### src/rtl/mac_acc_pkg.sv
// Shared types and default widths for the windowed multiply-accumulate stage.
package mac_acc_pkg;

    localparam int MAC_WIDTH_IN  = 8;
    localparam int MAC_WIDTH_ACC = 24;

    typedef enum logic [0:0] {
        ACCUM      = 1'b0,
        FLUSH_WAIT = 1'b1
    } mac_state_e;

endpackage : mac_acc_pkg

### src/rtl/mac_acc_out_buf.sv
// Single-entry valid/ready result register. A load on the same edge as a pop
// wins, so the slot stays full with the new value.
module mac_out_buf #(
    parameter int WIDTH = 24
) (
    input  logic             clk,
    input  logic             rst_n,
    input  logic             load_i,
    input  logic [WIDTH-1:0] data_i,
    input  logic             ready_i,
    output logic             valid_o,
    output logic [WIDTH-1:0] data_o,
    output logic             free_o
);

    logic             valid_q;
    logic             valid_d;
    logic [WIDTH-1:0] data_q;
    logic [WIDTH-1:0] data_d;

    // Next-state for the slot: refill beats pop, pop empties, otherwise hold.
    always_comb begin
        valid_d = valid_q;
        data_d  = data_q;
        if (load_i) begin
            valid_d = 1'b1;
            data_d  = data_i;
        end else if (valid_q && ready_i) begin
            valid_d = 1'b0;
        end else begin
            valid_d = valid_q;
        end
    end

    // Slot registers.
    always_ff @(posedge clk or negedge rst_n) begin
        if (!rst_n) begin
            valid_q <= 1'b0;
            data_q  <= {WIDTH{1'b0}};
        end else begin
            valid_q <= valid_d;
            data_q  <= data_d;
        end
    end

    assign valid_o = valid_q;
    assign data_o  = data_q;
    assign free_o  = ~valid_q | ready_i;

endmodule : mac_out_buf

### src/rtl/mac_acc.sv
// Windowed signed multiply-accumulate. Products are registered, folded into
// the accumulator, and the window sum is flushed on each rising edge of the
// external window counter's ready level.
module mac_acc
    import mac_acc_pkg::*;
#(
    parameter int WIDTH_IN  = MAC_WIDTH_IN,
    parameter int WIDTH_ACC = MAC_WIDTH_ACC
) (
    input  logic                        clk,
    input  logic                        rst_n,
    input  logic signed [WIDTH_IN-1:0]  a_i,
    input  logic signed [WIDTH_IN-1:0]  b_i,
    input  logic                        in_valid_i,
    output logic                        in_ready_o,
    output logic                        cnt_en_o,
    input  logic                        window_done_i,
    output logic signed [WIDTH_ACC-1:0] out_data_o,
    output logic                        out_valid_o,
    input  logic                        out_ready_i
);

    mac_state_e                  state_q;
    mac_state_e                  state_d;
    logic signed [WIDTH_ACC-1:0] prod_q;
    logic signed [WIDTH_ACC-1:0] prod_d;
    logic                        prod_v_q;
    logic                        prod_v_d;
    logic signed [WIDTH_ACC-1:0] acc_q;
    logic signed [WIDTH_ACC-1:0] acc_d;
    logic                        done_q;
    logic                        done_d;

    logic signed [2*WIDTH_IN-1:0] mult_s;
    logic signed [WIDTH_ACC-1:0]  prod_ext_s;
    logic signed [WIDTH_ACC-1:0]  sum_s;
    logic                         accept_s;
    logic                         rise_s;
    logic                         free_s;
    logic                         load_s;
    logic [WIDTH_ACC-1:0]         load_data_s;

    assign mult_s     = a_i * b_i;
    assign prod_ext_s = WIDTH_ACC'(mult_s);
    assign sum_s      = acc_q + (prod_v_q ? prod_q : {WIDTH_ACC{1'b0}});
    assign in_ready_o = (state_q == ACCUM);
    assign accept_s   = in_valid_i & in_ready_o;
    assign cnt_en_o   = accept_s;
    // done_q powers up high so a level already present is not seen as a rise
    assign rise_s     = window_done_i & ~done_q;
    assign done_d     = window_done_i;

    // Product stage, accumulator and flush decisions.
    always_comb begin
        state_d     = state_q;
        prod_d      = prod_q;
        prod_v_d    = prod_v_q;
        acc_d       = acc_q;
        load_s      = 1'b0;
        load_data_s = sum_s;
        case (state_q)
            ACCUM: begin
                if (accept_s) begin
                    prod_d   = prod_ext_s;
                    prod_v_d = 1'b1;
                end else begin
                    prod_v_d = 1'b0;
                end
                if (rise_s && free_s) begin
                    load_s      = 1'b1;
                    load_data_s = sum_s;
                    acc_d       = {WIDTH_ACC{1'b0}};
                end else if (rise_s) begin
                    // Slot busy: close the window in acc and wait; a pair
                    // accepted now stays parked in prod for the next window.
                    acc_d   = sum_s;
                    state_d = FLUSH_WAIT;
                end else begin
                    acc_d = sum_s;
                end
            end
            FLUSH_WAIT: begin
                if (free_s) begin
                    load_s      = 1'b1;
                    load_data_s = acc_q;
                    acc_d       = {WIDTH_ACC{1'b0}};
                    state_d     = ACCUM;
                end else begin
                    state_d = FLUSH_WAIT;
                end
            end
            default: begin
                state_d = ACCUM;
            end
        endcase
    end

    // State, product, accumulator and edge-detect registers.
    always_ff @(posedge clk or negedge rst_n) begin
        if (!rst_n) begin
            state_q  <= ACCUM;
            prod_q   <= {WIDTH_ACC{1'b0}};
            prod_v_q <= 1'b0;
            acc_q    <= {WIDTH_ACC{1'b0}};
            done_q   <= 1'b1;
        end else begin
            state_q  <= state_d;
            prod_q   <= prod_d;
            prod_v_q <= prod_v_d;
            acc_q    <= acc_d;
            done_q   <= done_d;
        end
    end

    mac_out_buf #(
        .WIDTH (WIDTH_ACC)
    ) u_out_buf (
        .clk     (clk),
        .rst_n   (rst_n),
        .load_i  (load_s),
        .data_i  (load_data_s),
        .ready_i (out_ready_i),
        .valid_o (out_valid_o),
        .data_o  (out_data_o),
        .free_o  (free_s)
    );

endmodule : mac_acc

### config.mk
export PLATFORM = sky130hd
export DESIGN_NAME = mac_acc
export DESIGN_NICKNAME = d
export VERILOG_FILES = /design/src/rtl/mac_acc_pkg.sv /design/src/rtl/mac_acc_out_buf.sv /design/src/rtl/mac_acc.sv
export SDC_FILE = /design/constraint.sdc
export NUM_CORES = 1
export LEC_CHECK = 0
export ABC_CLOCK_PERIOD_IN_PS = 2700
export BUFFER_PORTS_ARGS = -buffer_cell sky130_fd_sc_hd__buf_2
export CORE_MARGIN = 3
export CORE_UTILIZATION = 40
export DETAILED_ROUTE_END_ITERATION = 7
export GPL_ROUTABILITY_DRIVEN = 0
export GPL_TIMING_DRIVEN = 0
export PLACE_DENSITY_LB_ADDON = 0.15
export SYNTH_ARGS = -nofsm -noshare
export SYNTH_HDL_FRONTEND = slang
export SYNTH_SLANG_ARGS = --single-unit
### constraint.sdc
create_clock -name clk -period 2.7 [get_ports clk]
set_input_delay 0.405 -clock clk [delete_from_list [all_inputs] [get_ports clk]]
set_output_delay 0.405 -clock clk [all_outputs]
set_load 0.01 [all_outputs]
==> key figures, run 1 <==
Critical path
  • Kind of critical path: in -> reg
  • CP Capture Type: flip-flop
  • Crit path DAT: ~4.1 ns
  • Critical Path Fanout Max: 4
  • Crit path from: b_i[2]
  • Reg-to-reg slack, setup: approximately 0.05 ns
  • Reg2Reg Depth: 10
  • CP startpoint kind: input port
  • Reg-to-Reg End: u_out_buf.data_o[16]
  • Required time of the critical path: ~2.9 ns
  • R2r startpoint: prod_v_q

Clock tree
  • CTS tree: done
  • Clock-pin slew on the worst setup and hold paths: 0.05 ns
  • CTS max path bufs: 2
  • CTS Buf Count: 9
  • H-tree depth: 3
  • Skew-Pair Late Insertion Delay: roughly 0.33 ns
  • # hold bufs at CTS: 0
  • Clk sinks: 68
  • Root buffer cell: clkbuf_16

Die
  • Starting Density: around two fifths
  • Die W: roughly 130 um
  • Die Y: roughly 130 um
  • Ports: 48
  • Core region area: approximately 0.015 mm2
  • Die Area: approximately 0.017 mm2
  • Row cnt: between 40 and 50

Logic synthesis
  • Top cells by area, synth: dfrtp_1 26%, fa_1 18%, ha_1 10%
  • Synth Cell Area: 0.00636 mm2
  • Yosys top cell by area: dfrtp_1
  • Simple-gate share of the synthesized area: 13.4%
  • Synth cell types: a little under 60
  • Synth Flop Type: dfrtp_1
  • Synth top area share: between 20% and 30%
  • #FFs+latches synth: a little under 70
  • Post-synthesis mux area share: less than 1%
  • YS warnings: 0
  • Sequential share of the synthesized area: a little over a quarter
  • Post-Synth XOR/XNOR Area: under 10%
  • Syn_nets: about 800
  • FFs w/ async S/R, synth: between 90% and 100%
  • Number of synthesized flops with an enable pin: 0
  • Largest family of logic cells by synthesized area: adder cells
  • Synth top cells by count: 99 x inv_1, 68 x nand2_1, 67 x dfrtp_1, 56 x fa_1
  • Post-Synthesis Cells: between 600 and 700
  • Compound-Gate Fraction of Synth Area: slightly below 20%
  • Leading cell type by number of instances after synthesis: inv_1
  • Syn Area/Cell: about 9.5 um2
  • Post-Synth Adder-Cell Area: approximately 28%

Route
  • Vias: roughly 5,000
  • Drt pass-1 iters: 5
  • Routed Antenna Nets: 0
  • Drt wl/cell: around 16 um
  • Initial DRC count: around 270
  • DR vias/cell: approximately 5.1
  • Post-Route WL: roughly 15 mm
  • # DRC: 0

Global routing
  • Largest net degree at the start of global routing: between 60 and 70
  • Grt ovf: 0
  • Vias in the first global route: roughly 5,200
  • First-pass GRT wire length: 24.9 mm
  • Total GRT Usage: between 10% and 20%
  • Initial antenna violation count: 0

Cells and area
  • Number of diodes: 0
  • Nets@finish: 878
  • Area delta synth->final: 24.4%
  • Final-layout fill cell count: about 1,400
  • Layout cell share with drive strength beyond 1: about 26%

Timing
  • Setup ws final: -1.20 ns
  • Final setup vio count: 11
  • Clock skew: around 0.0047 ns
  • Slew HR: roughly 44%
  • Unrepaired setup endpoints after global routing: true
  • Worst hold slack: between 0.15 and 0.2 ns
  • Max Freq: 0.257 GHz
  • Fin. Hold Viols: 0
  • Max Slew Vio Count: 0
  • Slew at the pin closest to its max-slew limit: roughly 0.83 ns
  • Tmin final: approximately 3.9 ns
  • Final period util: 144%

Outcome
  • Failing checks: setup timing
  • Status: complete, but fails checks

Power
  • Worst vdd ir: roughly 470 uV
  • Leakage power: 0.00376 uW
  • Power Dens Cells: just over 1000 mW/mm2
  • Final Power: 8170 uW

Run
  • Max-cap violations: 0

Place
  • Port Buf Inserts: 47
  • Pre-CTS setup slack: -1.66 ns
  • HPWL after DPL: approximately 12 mm

Hold path
  • Worst min path class: in -> async
-- stage by stage --
step                area [um2]  TNS, ns  util (%)  instances
floorplan                 6510    -9.48         -        668
global placement          7010   -14.00      45.6        926
detailed placement        7020   -14.81      45.6        926
CTS                       7530    -9.12      49.0        949
global route              7910   -11.26      51.4        964
finish                    7910    -9.50      51.4        964
-- metal layers --
metal	wire (um)	track usage, %	share of wire (%)	vias to the layer above
met3	431	2.06	2.9	15
met1	6720	22.0	45	2403
li1	-	-	-	2406
met5	0	0	0	-
met2	7580	30.8	51	82
met4	221	5.43	1.5	0
-- cell type report --
cell class                      count  area, um2  share of cell area [%]
Clock buffer                       14        274                    3.47
Timing Repair Buffer               70        549                    6.95
Tap cell                          211        264                    3.34
Buffer                             19       77.6                   0.981
Inverter                           99        372                    4.70
Sequential cell                    68       1700                    21.6
Clock inverter                      1       30.0                   0.380
Multi-Input combinational cell    482       4640                    58.6
-- registers in the layout, indices dropped and copies added, names as in the netlist --
name	flops
acc_q	24
u_out_buf.data_o	24
prod_q	16
done_q	1
prod_v_q	1
state_q	1
u_out_buf.valid_o	1
-- worst max-delay path, cell delays in order --
cell,delay (ns)
buf_12,0.10
and2_4,0.15
fa_1,0.55
inv_2,0.05
fa_1,0.52
inv_1,0.05
fa_1,0.47
inv_1,0.04
fa_1,0.48
inv_2,0.04
ha_4,0.23
a2111oi_4,0.40
nor2_1,0.10
o41ai_2,0.24
xor2_1,0.19
o21ai_1,0.07
-- cell families after synthesis --
kind of cell	after synthesis
buffers and inverters	118
muxes	4
DFF	68
adders and majority gates	108
xor gates and xnor gates	34
AOI/OAI and AO/OA	163
and+or+nand+nor	173
-- placed cells by master, fill, tap and decap left out, types with 5 or more instances in the layout --
cell,count
a21o_1,14
a21oi_1,15
a21oi_2,6
a222oi_1,8
a22o_1,17
a22oi_1,10
a31oi_1,6
and2_1,37
and2_4,15
buf_2,34
buf_4,22
buf_6,9
clkbuf_1,18
clkbuf_16,9
dfrtp_1,66
fa_1,51
fa_2,5
ha_1,31
ha_2,6
ha_4,15
inv_1,81
inv_2,18
nand2_1,64
nand2b_1,5
nand3_1,6
nor2_1,21
o21a_1,6
o21ai_0,23
o21ai_1,18
o31ai_1,5
xnor2_1,16
xor2_1,14
-- what timing repair did --
item / 4_1_cts / 5_1_grt
endpoints found under the setup margin: 23 / 31
resized for setup: 50 / 51
setup buffers: 8 / 15
pin swaps: 23 / 41
-- worst max-delay path by stage --
stage | end | slack (ns) | depth (start not counted)
3_3_place_gp | prod_q[13] | -1.62 | 17
4_1_cts | prod_q[13] | -1.18 | 16
2_1_floorplan | prod_q[14] | -1.22 | 14
5_1_grt | prod_q[13] | -1.39 | 16
3_5_place_dp | prod_q[13] | -1.66 | 17
6_report | prod_q[13] | -1.20 | 16
-- power breakdown --
group          switching, uW  internal (uW)
Clock                    402            785
Sequential               317           1470
Combinational           2690           2510
(Power assumes the default switching activity.)
==> run 2: changes to the inputs <==
ABC_CLOCK_PERIOD_IN_PS = 4500   (was 2700)
GPL_TIMING_DRIVEN = default   (was 0)
clock period = 4.5 ns   (was 2.7 ns; I/O delays follow)
==> run 2 against run 1 <==
  * The flow now finishes without violations
  * Critical path depth unchanged
  * Count of clock-buffer cells in the layout decreased by 2
  * First-iteration DRC count increased by 6.3%
==> key figures, run 2 (synthesis results as in run 1) <==
Outcome
  • Status: finished, final reports clean

Clock tree
  • Clk sinks: between 60 and 70
  • CTS Buf Count: 9
  • H-tree depth: 3
  • CTS tree: done
  • CTS max path bufs: 2
  • Skew-Pair Late Insertion Delay: about 0.33 ns
  • Root buffer cell: clkbuf_16
  • # hold bufs at CTS: 0
  • Clock-pin slew on the worst setup and hold paths: 0.05 ns

Cells and area
  • Layout cell share with drive strength beyond 1: roughly a fifth
  • Nets@finish: between 800 and 900
  • Most frequent cells in the layout: 97 x inv_1, 67 x nand2_1, 67 x dfrtp_1
  • Area delta synth->final: 18.8%
  • Final instance area: 0.00755 mm2
  • Final-layout fill cell count: about 1,500
  • Number of diodes: 0
  • Final non-filler cell total: about 980
  • Most common cell after layout, fill and taps aside: inv_1

Place
  • Post-Place Cell Area: ~0.007 mm2
  • Port Buf Inserts: 47
  • Number of cells after detailed placement: approximately 960
  • HPWL after DPL: roughly 12 mm

Route
  • Routed Antenna Nets: 0
  • Post-Route WL: 14.8 mm
  • # DRC: 0
  • Drt pass-1 iters: 5
  • DR vias/cell: between 5 and 6
  • Vias: 5,026
  • Initial DRC count: about 290
  • Drt wl/cell: roughly 15 um

Timing
  • Max Slew Vio Count: 0
  • Clock skew: about 0.0057 ns
  • Total negative slack: 0 ns
  • Max Freq: approximately 0.23 GHz
  • Final period util: 96.3%
  • Final setup vio count: 0
  • Slew at the pin closest to its max-slew limit: roughly 1.3 ns
  • Slew HR: between 10% and 20%
  • Fin. Hold Viols: 0
  • Tmin final: approximately 4.3 ns

Power
  • Power Dens Cells: between 600 and 700 mW/mm2
  • Final Power: 4680 uW
  • Worst vdd ir: 248 uV
  • Leakage power: 0.00382 uW

Global routing
  • Grt met3 use: slightly above 3%
  • Most Crowded Layer GR: met2
  • Total GRT Usage: around 18%
  • Met1 usage: about a quarter
  • First-pass GRT wire length: ~25 mm
  • Vias in the first global route: a little over 5,000
  • Largest net degree at the start of global routing: 48
  • GRT met2 Usage: between 20% and 30%
  • Grt ovf: 0
  • Initial antenna violation count: 0

Die
  • Die Area: approximately 0.017 mm2
  • Starting Density: around two fifths
  • Die Y: about 130 um
  • Die W: between 100 and 150 um
  • Row cnt: 45
  • Ports: 48
  • Core region area: 0.0154 mm2

Critical path
  • Reg2Reg Depth: 10
  • Required time of the critical path: approximately 4.7 ns
  • Setup crit end: prod_q[14]
  • Reg-to-Reg End: acc_q[22]
  • Kind of critical path: in -> reg
  • CP startpoint kind: input port
  • Crit path DAT: around 4.6 ns
  • R2r startpoint: prod_v_q
  • Critical Path Fanout Max: 7
  • Crit path from: b_i[2]
  • Reg-to-reg slack, setup: 1.45 ns
  • CP Capture Type: flip-flop

Hold path
  • Worst min path class: in -> reg

Run
  • Max-cap violations: 0
run 2: through the flow:
stage	hold WS, ns	utilization, %	worst slack, ns
final	0.462	49.1	0.167
after floorplan	0.379	-	0.0265
after CTS	0.451	48.9	0.110
after global placement	0.467	46.9	-0.159
after detailed placement	0.469	46.9	-0.238
after global routing	0.452	49.1	-0.00639
run 2: worst min-delay path by stage:
stage	cells past startpoint	endpoint	slack, ns	start
3_5_place_dp	2	prod_q[7]	0.47	prod_q[7]
6_report	1	done_q	0.46	window_done_i
3_3_place_gp	2	prod_q[11]	0.47	prod_q[11]
4_1_cts	1	done_q	0.45	window_done_i
5_1_grt	1	done_q	0.45	window_done_i
2_1_floorplan	0	acc_q[0]	0.38	rst_n
run 2: repair_timing:
| action | 4_1_cts | 5_1_grt |
|---|---|---|
| setup buffers | 0 | 0 |
| resized for setup | 0 | 9 |
| endpoints found under the setup margin | 0 | 3 |
run 2: cell type report:
type	count	area, um2	area share (%)
clock buffers	12	256	3.40
clock inverters	4	47.5	0.630
inverters	99	372	4.92
multi-input cells	482	4250	56.2
flip-flops and latches	68	1700	22.5
well taps	211	264	3.50
repair buffers	102	663	8.78
run 2: critical path, cell delays in order:
cell	delay, ns
buf_2	0.15
nand2_2	0.10
inv_1	0.07
fa_2	0.60
inv_2	0.07
fa_1	0.54
inv_1	0.06
fa_1	0.52
inv_1	0.05
fa_1	0.52
inv_1	0.04
ha_1	0.22
or3_1	0.36
o211a_1	0.23
o21a_1	0.16
o31ai_1	0.21
run 2: metal layers:
metal	wire, um	up-vias
met3	528	11
met2	7190	90
li1	-	2436
met4	166	0
met5	0	-
met1	6930	2489
run 2: where the power goes:
group	total, uW	switching (uW)	internal (uW)
Combinational	2910	1540	1370
Clock	714	257	457
Sequential	1060	178	880
Total	4680	1970	2710
